**config.mk**
```make
export PLATFORM = sky130hd
export DESIGN_NAME = memory_stage
export DESIGN_NICKNAME = d
export VERILOG_FILES = /design/src/rtl/riscv_pipe_pkg.sv /design/src/rtl/memory_stage_data_mem.sv /design/src/rtl/memory_stage.sv
export SDC_FILE = /design/constraint.sdc
export NUM_CORES = 2
export LEC_CHECK = 0
export ABC_AREA = 0
export BUFFER_PORTS_ARGS = -buffer_cell sky130_fd_sc_hd__buf_2
export CAP_MARGIN = 20
export CORE_UTILIZATION = 45
export CTS_CLUSTER_DIAMETER = 40
export DETAILED_ROUTE_END_ITERATION = 16
export PLACE_DENSITY = 0.71
export SETUP_SLACK_MARGIN = 0.3
export SYNTH_ARGS = -nofsm -noshare
export SYNTH_HDL_FRONTEND = slang
export SYNTH_SLANG_ARGS = --single-unit
```
**constraint.sdc**
```tcl
create_clock -name clk -period 6.2 [get_ports clk]
set_input_delay 0 -clock clk [delete_from_list [all_inputs] [get_ports clk]]
set_output_delay 0 -clock clk [all_outputs]
set_load 0.1 [all_outputs]
```
**src/rtl/riscv_pipe_pkg.sv**
```systemverilog
// Shared definitions for the RV32 pipeline stages: datapath widths and the
// state type of the memory-stage wait-state controller.
package riscv_pipe_pkg;

  localparam int XLEN       = 32;
  localparam int REG_ADDR_W = 5;

  // IDLE: ready for a new access; WAIT: a multi-cycle access is in flight.
  typedef enum logic [0:0] {
    IDLE = 1'b0,
    WAIT = 1'b1
  } mem_state_t;

endpackage

```
**src/rtl/memory_stage_data_mem.sv**
```systemverilog
// Data memory for the MEM stage: DEPTH x 32-bit word array with a
// combinational read port and a synchronous write port. The array has no
// reset, so contents survive a pipeline reset. A read of the word being
// written in the same cycle returns the old contents.
module data_mem
  import riscv_pipe_pkg::*;
#(
  parameter int  DEPTH = 64,
  localparam int AW    = $clog2(DEPTH)
) (
  input  logic            clk,
  input  logic            we_i,
  input  logic [AW-1:0]   addr_i,
  input  logic [XLEN-1:0] wdata_i,
  output logic [XLEN-1:0] rdata_o
);

  logic [XLEN-1:0] mem_q [DEPTH];

  // Commit a store to the addressed word at the clock edge.
  always_ff @(posedge clk) begin
    if (we_i) begin
      mem_q[addr_i] <= wdata_i;
    end
  end

  assign rdata_o = mem_q[addr_i];

endmodule

```
**src/rtl/memory_stage.sv**
```systemverilog
// RV32 MEM stage: data-memory load/store plus the M->W pipeline register.
// Optional feature macro MEM_WAIT_EN: when defined, a wait-state controller
// stretches each memory access to MEM_LAT cycles and raises stallM for the
// first MEM_LAT-1 of them. When undefined, every access completes in one
// cycle and stallM is tied low.
module memory_stage
  import riscv_pipe_pkg::*;
#(
  parameter int DEPTH   = 64,
  parameter int MEM_LAT = 1
) (
  input  logic                  clk,
  input  logic                  rst,
  input  logic                  regwriteM,
  input  logic                  memwriteM,
  input  logic                  resultsrcM,
  input  logic [XLEN-1:0]       aluresultM,
  input  logic [XLEN-1:0]       writedataM,
  input  logic [REG_ADDR_W-1:0] RDM,
  input  logic [XLEN-1:0]       pcincr4M,
  output logic                  regwriteW,
  output logic                  resultsrcW,
  output logic [XLEN-1:0]       readdataW,
  output logic [XLEN-1:0]       aluresultW,
  output logic [REG_ADDR_W-1:0] RDW,
  output logic [XLEN-1:0]       pcincr4W,
  output logic                  stallM
);

  localparam int AW = $clog2(DEPTH);

  logic [AW-1:0]   word_idx_s;
  logic [XLEN-1:0] rdata_s;
  logic            access_s;
  logic            stall_s;
  logic            we_s;

  // Byte address -> word index; low two bits and bits above the array wrap.
  assign word_idx_s = aluresultM[AW+1:2];
  assign access_s   = memwriteM | resultsrcM;

  logic unused_addr_bits_s;
  assign unused_addr_bits_s = ^{aluresultM[XLEN-1:AW+2], aluresultM[1:0]};

`ifdef MEM_WAIT_EN
  localparam int              CW          = $clog2(MEM_LAT) + 1;
  localparam logic [CW-1:0]   LAT_M1      = CW'(MEM_LAT - 1);
  localparam logic            MULTI_CYCLE = (MEM_LAT > 1);

  mem_state_t    state_q;
  logic [CW-1:0] cnt_q;

  // Stall while the access has not yet reached its final cycle.
  always_comb begin
    stall_s = 1'b0;
    case (state_q)
      IDLE:    stall_s = access_s & MULTI_CYCLE;
      WAIT:    stall_s = (cnt_q < LAT_M1);
      default: stall_s = 1'b0;
    endcase
  end

  // Wait-state controller: count cycles of a multi-cycle access; reset aborts it.
  always_ff @(posedge clk) begin
    if (rst) begin
      state_q <= IDLE;
      cnt_q   <= {CW{1'b0}};
    end else begin
      case (state_q)
        IDLE: begin
          if (access_s && MULTI_CYCLE) begin
            state_q <= WAIT;
            cnt_q   <= CW'(1);
          end else begin
            state_q <= IDLE;
            cnt_q   <= {CW{1'b0}};
          end
        end
        WAIT: begin
          if (cnt_q >= LAT_M1) begin
            state_q <= IDLE;
            cnt_q   <= {CW{1'b0}};
          end else begin
            state_q <= WAIT;
            cnt_q   <= cnt_q + CW'(1);
          end
        end
        default: begin
          state_q <= IDLE;
          cnt_q   <= {CW{1'b0}};
        end
      endcase
    end
  end
`else
  localparam int unused_mem_lat = MEM_LAT;

  assign stall_s = 1'b0;
`endif

  assign stallM = stall_s;

  // A store commits only on its completing cycle and never while in reset.
  assign we_s = memwriteM & ~stall_s & ~rst;

  data_mem #(
    .DEPTH (DEPTH)
  ) u_data_mem (
    .clk     (clk),
    .we_i    (we_s),
    .addr_i  (word_idx_s),
    .wdata_i (writedataM),
    .rdata_o (rdata_s)
  );

  logic                  regwrite_q,   regwrite_d;
  logic                  resultsrc_q,  resultsrc_d;
  logic [XLEN-1:0]       readdata_q,   readdata_d;
  logic [XLEN-1:0]       aluresult_q,  aluresult_d;
  logic [REG_ADDR_W-1:0] rd_q,         rd_d;
  logic [XLEN-1:0]       pcincr4_q,    pcincr4_d;

  // M->W next state: capture on completion, inject a bubble while stalled.
  always_comb begin
    regwrite_d  = regwrite_q;
    resultsrc_d = resultsrc_q;
    readdata_d  = readdata_q;
    aluresult_d = aluresult_q;
    rd_d        = rd_q;
    pcincr4_d   = pcincr4_q;
    if (stall_s) begin
      regwrite_d = 1'b0;
    end else begin
      regwrite_d  = regwriteM;
      resultsrc_d = resultsrcM;
      readdata_d  = rdata_s;
      aluresult_d = aluresultM;
      rd_d        = RDM;
      pcincr4_d   = pcincr4M;
    end
  end

  // M->W pipeline register with synchronous clear.
  always_ff @(posedge clk) begin
    if (rst) begin
      regwrite_q  <= 1'b0;
      resultsrc_q <= 1'b0;
      readdata_q  <= {XLEN{1'b0}};
      aluresult_q <= {XLEN{1'b0}};
      rd_q        <= {REG_ADDR_W{1'b0}};
      pcincr4_q   <= {XLEN{1'b0}};
    end else begin
      regwrite_q  <= regwrite_d;
      resultsrc_q <= resultsrc_d;
      readdata_q  <= readdata_d;
      aluresult_q <= aluresult_d;
      rd_q        <= rd_d;
      pcincr4_q   <= pcincr4_d;
    end
  end

  assign regwriteW  = regwrite_q;
  assign resultsrcW = resultsrc_q;
  assign readdataW  = readdata_q;
  assign aluresultW = aluresult_q;
  assign RDW        = rd_q;
  assign pcincr4W   = pcincr4_q;

endmodule

```
### Word level (Yosys, flattened, before mapping)

Memory sizes are Yosys's and may differ from the RTL's. A register that Yosys moved wholly into a read port is not among the register bits.
Cells that the tools add are included.

| word-level totals | value |
|---|---|
| bits in registers | 71 |
| memory bits (writable) | 2048 |
| bits of input ports | 106 |
| output and inout bits | 104 |
| word-level logic and storage cells | 10 |
| memories | 1 |

| operators by class | value |
|---|---|
| multiplexer cells | 2 |
| bitwise operators | 2 |

Memories:

| memory | depth | bits a word | rd ports | clocked after memory_dff | write ports | line | source |
|---|---|---|---|---|---|---|---|
| u_data_mem.mem_q | 64 | 32 | 1 | 1 | 1 | memory_stage_data_mem.sv:18 | `logic [XLEN-1:0] mem_q [DEPTH];` |

Operator list:

| kind | number |
|---|---|
| $mux W1 | 2 |
| $and A1 B1 Y1 | 1 |
| $not A1 Y1 | 1 |

### Depth between registers and ports, before layout

| logic depth | value |
|---|---|
| word-level depth | 4 |
| gate-level depth with buffers | 10 |

### Modules after synthesis

A second synthesis with hierarchy kept.

| unflattened totals | value |
|---|---|
| cell total of the unflattened synthesis | 4427 |
| area, all modules | 81084.0 µm² |

By module, submodules not included:

| module | times used | cells an instance | area each (µm²) |
|---|---|---|---|
| data_mem | 1 | 4207 | 78287.6 |
| memory_stage | 1 | 220 | 2796.4 |

### Worst setup path after synthesis

OpenSTA, ideal clock, no wires.

| timing path | value |
|---|---|
| kind | input-to-reg |
| start | input aluresultM[4] |
| end | memory u_data_mem.mem_q[15][0] (enable) |
| setup time | 0.421 ns |
| data arrival time | 2.660 ns |
| slack | 3.118 ns |
| stages on the path | 8 |
| cell sequence | buf_6 buf_2 buf_2 buf_2 buf_2 and3_1 nand2_1 nor2_1 |

RTL lines:

| element | line | source |
|---|---|---|
| from (decl) | memory_stage.sv:17 | `input logic [XLEN-1:0] aluresultM,` |
| to (decl) | memory_stage_data_mem.sv:18 |  |

No word-level cell before the write port.

==> metrics.md <==
| Metric | Value |
|---|---|
| Antenna violations before repair | 12 |
| Synth Instances | 4511 |
| Most frequent cells in the layout | edfxtp_1 (2048), a221oi_1 (381), mux2i_1 (249) |
| Share of cells above drive strength 1 | 17.6% |
| Placer Congestion | 0.919 |
| Fmax | 267 MHz |
| DRC viols | 0 |
| Vias per cell | 6.37 |
| Required time of the critical path | 6950 ps |
| Int Power | 24400 uW |
| Max-slew violations | 0 |
| Critical Path Start Type | primary input |
| Synth top area cells | edfxtp_1 (76%), a221oi_1 (4.1%), mux2i_1 (3.1%) |
| Chip width | 425 um |
| Pre-Repair DR Iteration Count | 6 |
| Run status | completed |
| DR iter-0 viols | 7317 |
| Skew-Pair Late Insertion Delay | 870 ps |
| Fill cells | 13300 |
| Via count | 47900 |
| CP endpoint kind | flip-flop |
| Largest net degree at the start of global routing | 113 |
| Unrepaired setup endpoints after global routing | no |
| Sequential Area | 0.0636 mm2 |
| Average size of a mapped cell | 17.9 um2 |
| Vias in the first global route | 46400 |
| Seq/Total Area, Yosys | 78.9% |
| Area of the multi-input gates | 0.0158 mm2 |
| WP data arrival | 4500 ps |
| Worst Skew | 46.9 ps |
| Power Total | 31900 uW |
| Net count after synthesis | 4617 |
| Yosys reg bits | 2151 |
| Switch share | 23.6% |
| Initial Utilization | 45.5% |
| Worst-path clk slew | 70 ps |
| Min cycle time layout | 3750 ps |
| Cell taking the most area after synthesis | edfxtp_1 |
| Seq pwr share | 50.4% |
| Post-synth cell types | 64 |
| Num CTS Buffers | 232 |
| Commonest non-fill, non-tap cell in the layout | edfxtp_1 |
| Critical path class | in -> reg |
| Die height | 425 um |
| CTS tree | yes |
| Site Rows | 154 |
| Area grow syn2layout | 18.0% |
| Routed wire per std cell | 31.3 um |
| DP HPWL | 132 mm |
| Top FF cell, synth | edfxtp_1 |
| Root Buffer | clkbuf_16 |
| Clk pwr share | 43.0% |
| GRT Util Overall | 25.4% |
| Setup TNS | 0 ps |
| CTS Sinks | 2151 |
| Asr flop ratio synth | 0% |
| Post-cts resize count | 0 |
| Gate power share | 6.6% |
| Worst Max-Slew Pin Slew | 1180 ps |
| CTS max path bufs | 3 |
| Max rail drop VDD | 322 uV |
| H-Tree Depth | 4 |
| Hold Vio Cnt, Final | 0 |
| Pwr per Cell Area | 335 mW/mm2 |
| Nets | 5073 |
| Max_cap viols | 0 |
| Worst-path fanout max | 46 |
| Synth top area share | 76.3% |
| Drt total wl | 235 mm |
| Antenna Violating Nets Remaining | 0 |
| LEAKAGE | 0.0305 uW |
| Total gr overflow | 0 |
| Final period util | 60.5% |
| Global-route wire length before repair | 331 mm |
| Worst Hold Class | in -> reg |
| Die area | 0.181 mm2 |
| Final setup violation count | 0 |
| Number of port buffers | 208 |
| Core Area | 0.177 mm2 |
| Io pins | 210 |
| Post-Syn Area | 0.0806 mm2 |
| Switching pwr | 7530 uW |
| Slew Limit Headroom | 21.4% |
| Post-synth EDFFs | 2048 |
| Yosys warns | 0 |
## final cells by class
| cell class | count | area share (%) |
|---|---|---|
| clock buffers | 276 | 6.43 |
| inverters | 5 | 0.0303 |
| clock inverters | 157 | 1.71 |
| diodes | 4 | 0.0105 |
| repair buffers | 573 | 5.28 |
| multi-input cells | 2004 | 16.6 |
| well taps | 2340 | 3.08 |
| flip-flops and latches | 2151 | 66.8 |
## path summary, 6_finish.rpt
check | start | to | slack (ps) | depth (start not counted)
worst min-delay path | aluresultM[6] | aluresultW[6] | 240 | 3
worst max register to register | u_data_mem.mem_q[51][18] | readdataW[18] | 3490 | 5
worst max-delay path | aluresultM[3] | readdataW[18] | 2450 | 9
worst min register to register | u_data_mem.mem_q[24][19] | readdataW[19] | 690 | 3
## power by group through the flow
| stage | logic [uW] | clock network (uW) | registers (uW) |
|---|---|---|---|
| global route | 2160 | 14400 | 16100 |
| CTS | 2050 | 13800 | 16100 |
| detailed placement | 1940 | 0 | 16400 |
| floorplan | 782 | 0 | 16700 |
| finish | 2100 | 13700 | 16100 |
| global placement | 1910 | 0 | 16400 |
## synth_stat cells (all sizes together) (52+ instances only)
cell / n
edfxtp: 2048
a221oi: 392
mux2i: 249
nor2: 218
buf: 211
a22oi: 201
o22ai: 178
clkbuf: 140
o21ai: 108
a21oi: 107
dfxtp: 103
nor3: 102
nor2b: 72
a211oi: 66
mux4: 60
a311oi: 52
## worst max-delay path: stages
cell           delay [ps]
dlygate4sd3_1         560
buf_8                 430
buf_4                 450
nand2b_2              230
buf_4                 590
o22ai_1               210
a311oi_1              790
o21ai_0               580
o41a_1                560
## through the flow
| step | area, um2 | hold WS (ps) | setup WS (ps) | util (%) | cells |
|---|---|---|---|---|---|
| finish | 95100 | 242 | 2450 | 53.7 | 7510 |
| global route | 95100 | 239 | 2450 | 53.7 | 7507 |
| CTS | 94700 | 172 | 2660 | 53.5 | 7486 |
| detailed placement | 84700 | 217 | 2320 | 47.8 | 6827 |
| global placement | 84300 | 215 | 2370 | 47.6 | 6811 |
| floorplan | 80600 | 98.9 | 3120 | - | 4511 |
## logic make-up (layout without fill, tap and decap cells)
family / count (synthesis) / after routing / share of synthesized area, %
buf+inv: 356 / 1011 / 2.16
flops: 2151 / 2151 / 78.9
simple gates: 485 / 485 / 2.84
other cells: 1 / 5 / 0.00465
mux: 329 / 329 / 5.05
compound gates: 1189 / 1189 / 11.1
## flip-flops by register name, indices dropped and copies added (netlist names)
name	flops
u_data_mem.mem_q	2048
RDW	5
regwriteW	1
readdataW	32
resultsrcW	1
pcincr4W	32
aluresultW	32
## metal layers
layer / part of all wire, % / vias up / GRT usage, %
met3: 11 / 608 / 5.48
li1: - / 19700 / -
met5: 0.038 / - / 0
met2: 47 / 3359 / 40.4
met1: 35 / 24200 / 32.2
met4: 6.6 / 8 / 15.0
## repair_timing
item,CTS,global route
endpoints found under the hold margin,2120,0
hold buffers,226,0
buffers inserted,0,0
(Power assumes the default switching activity.)
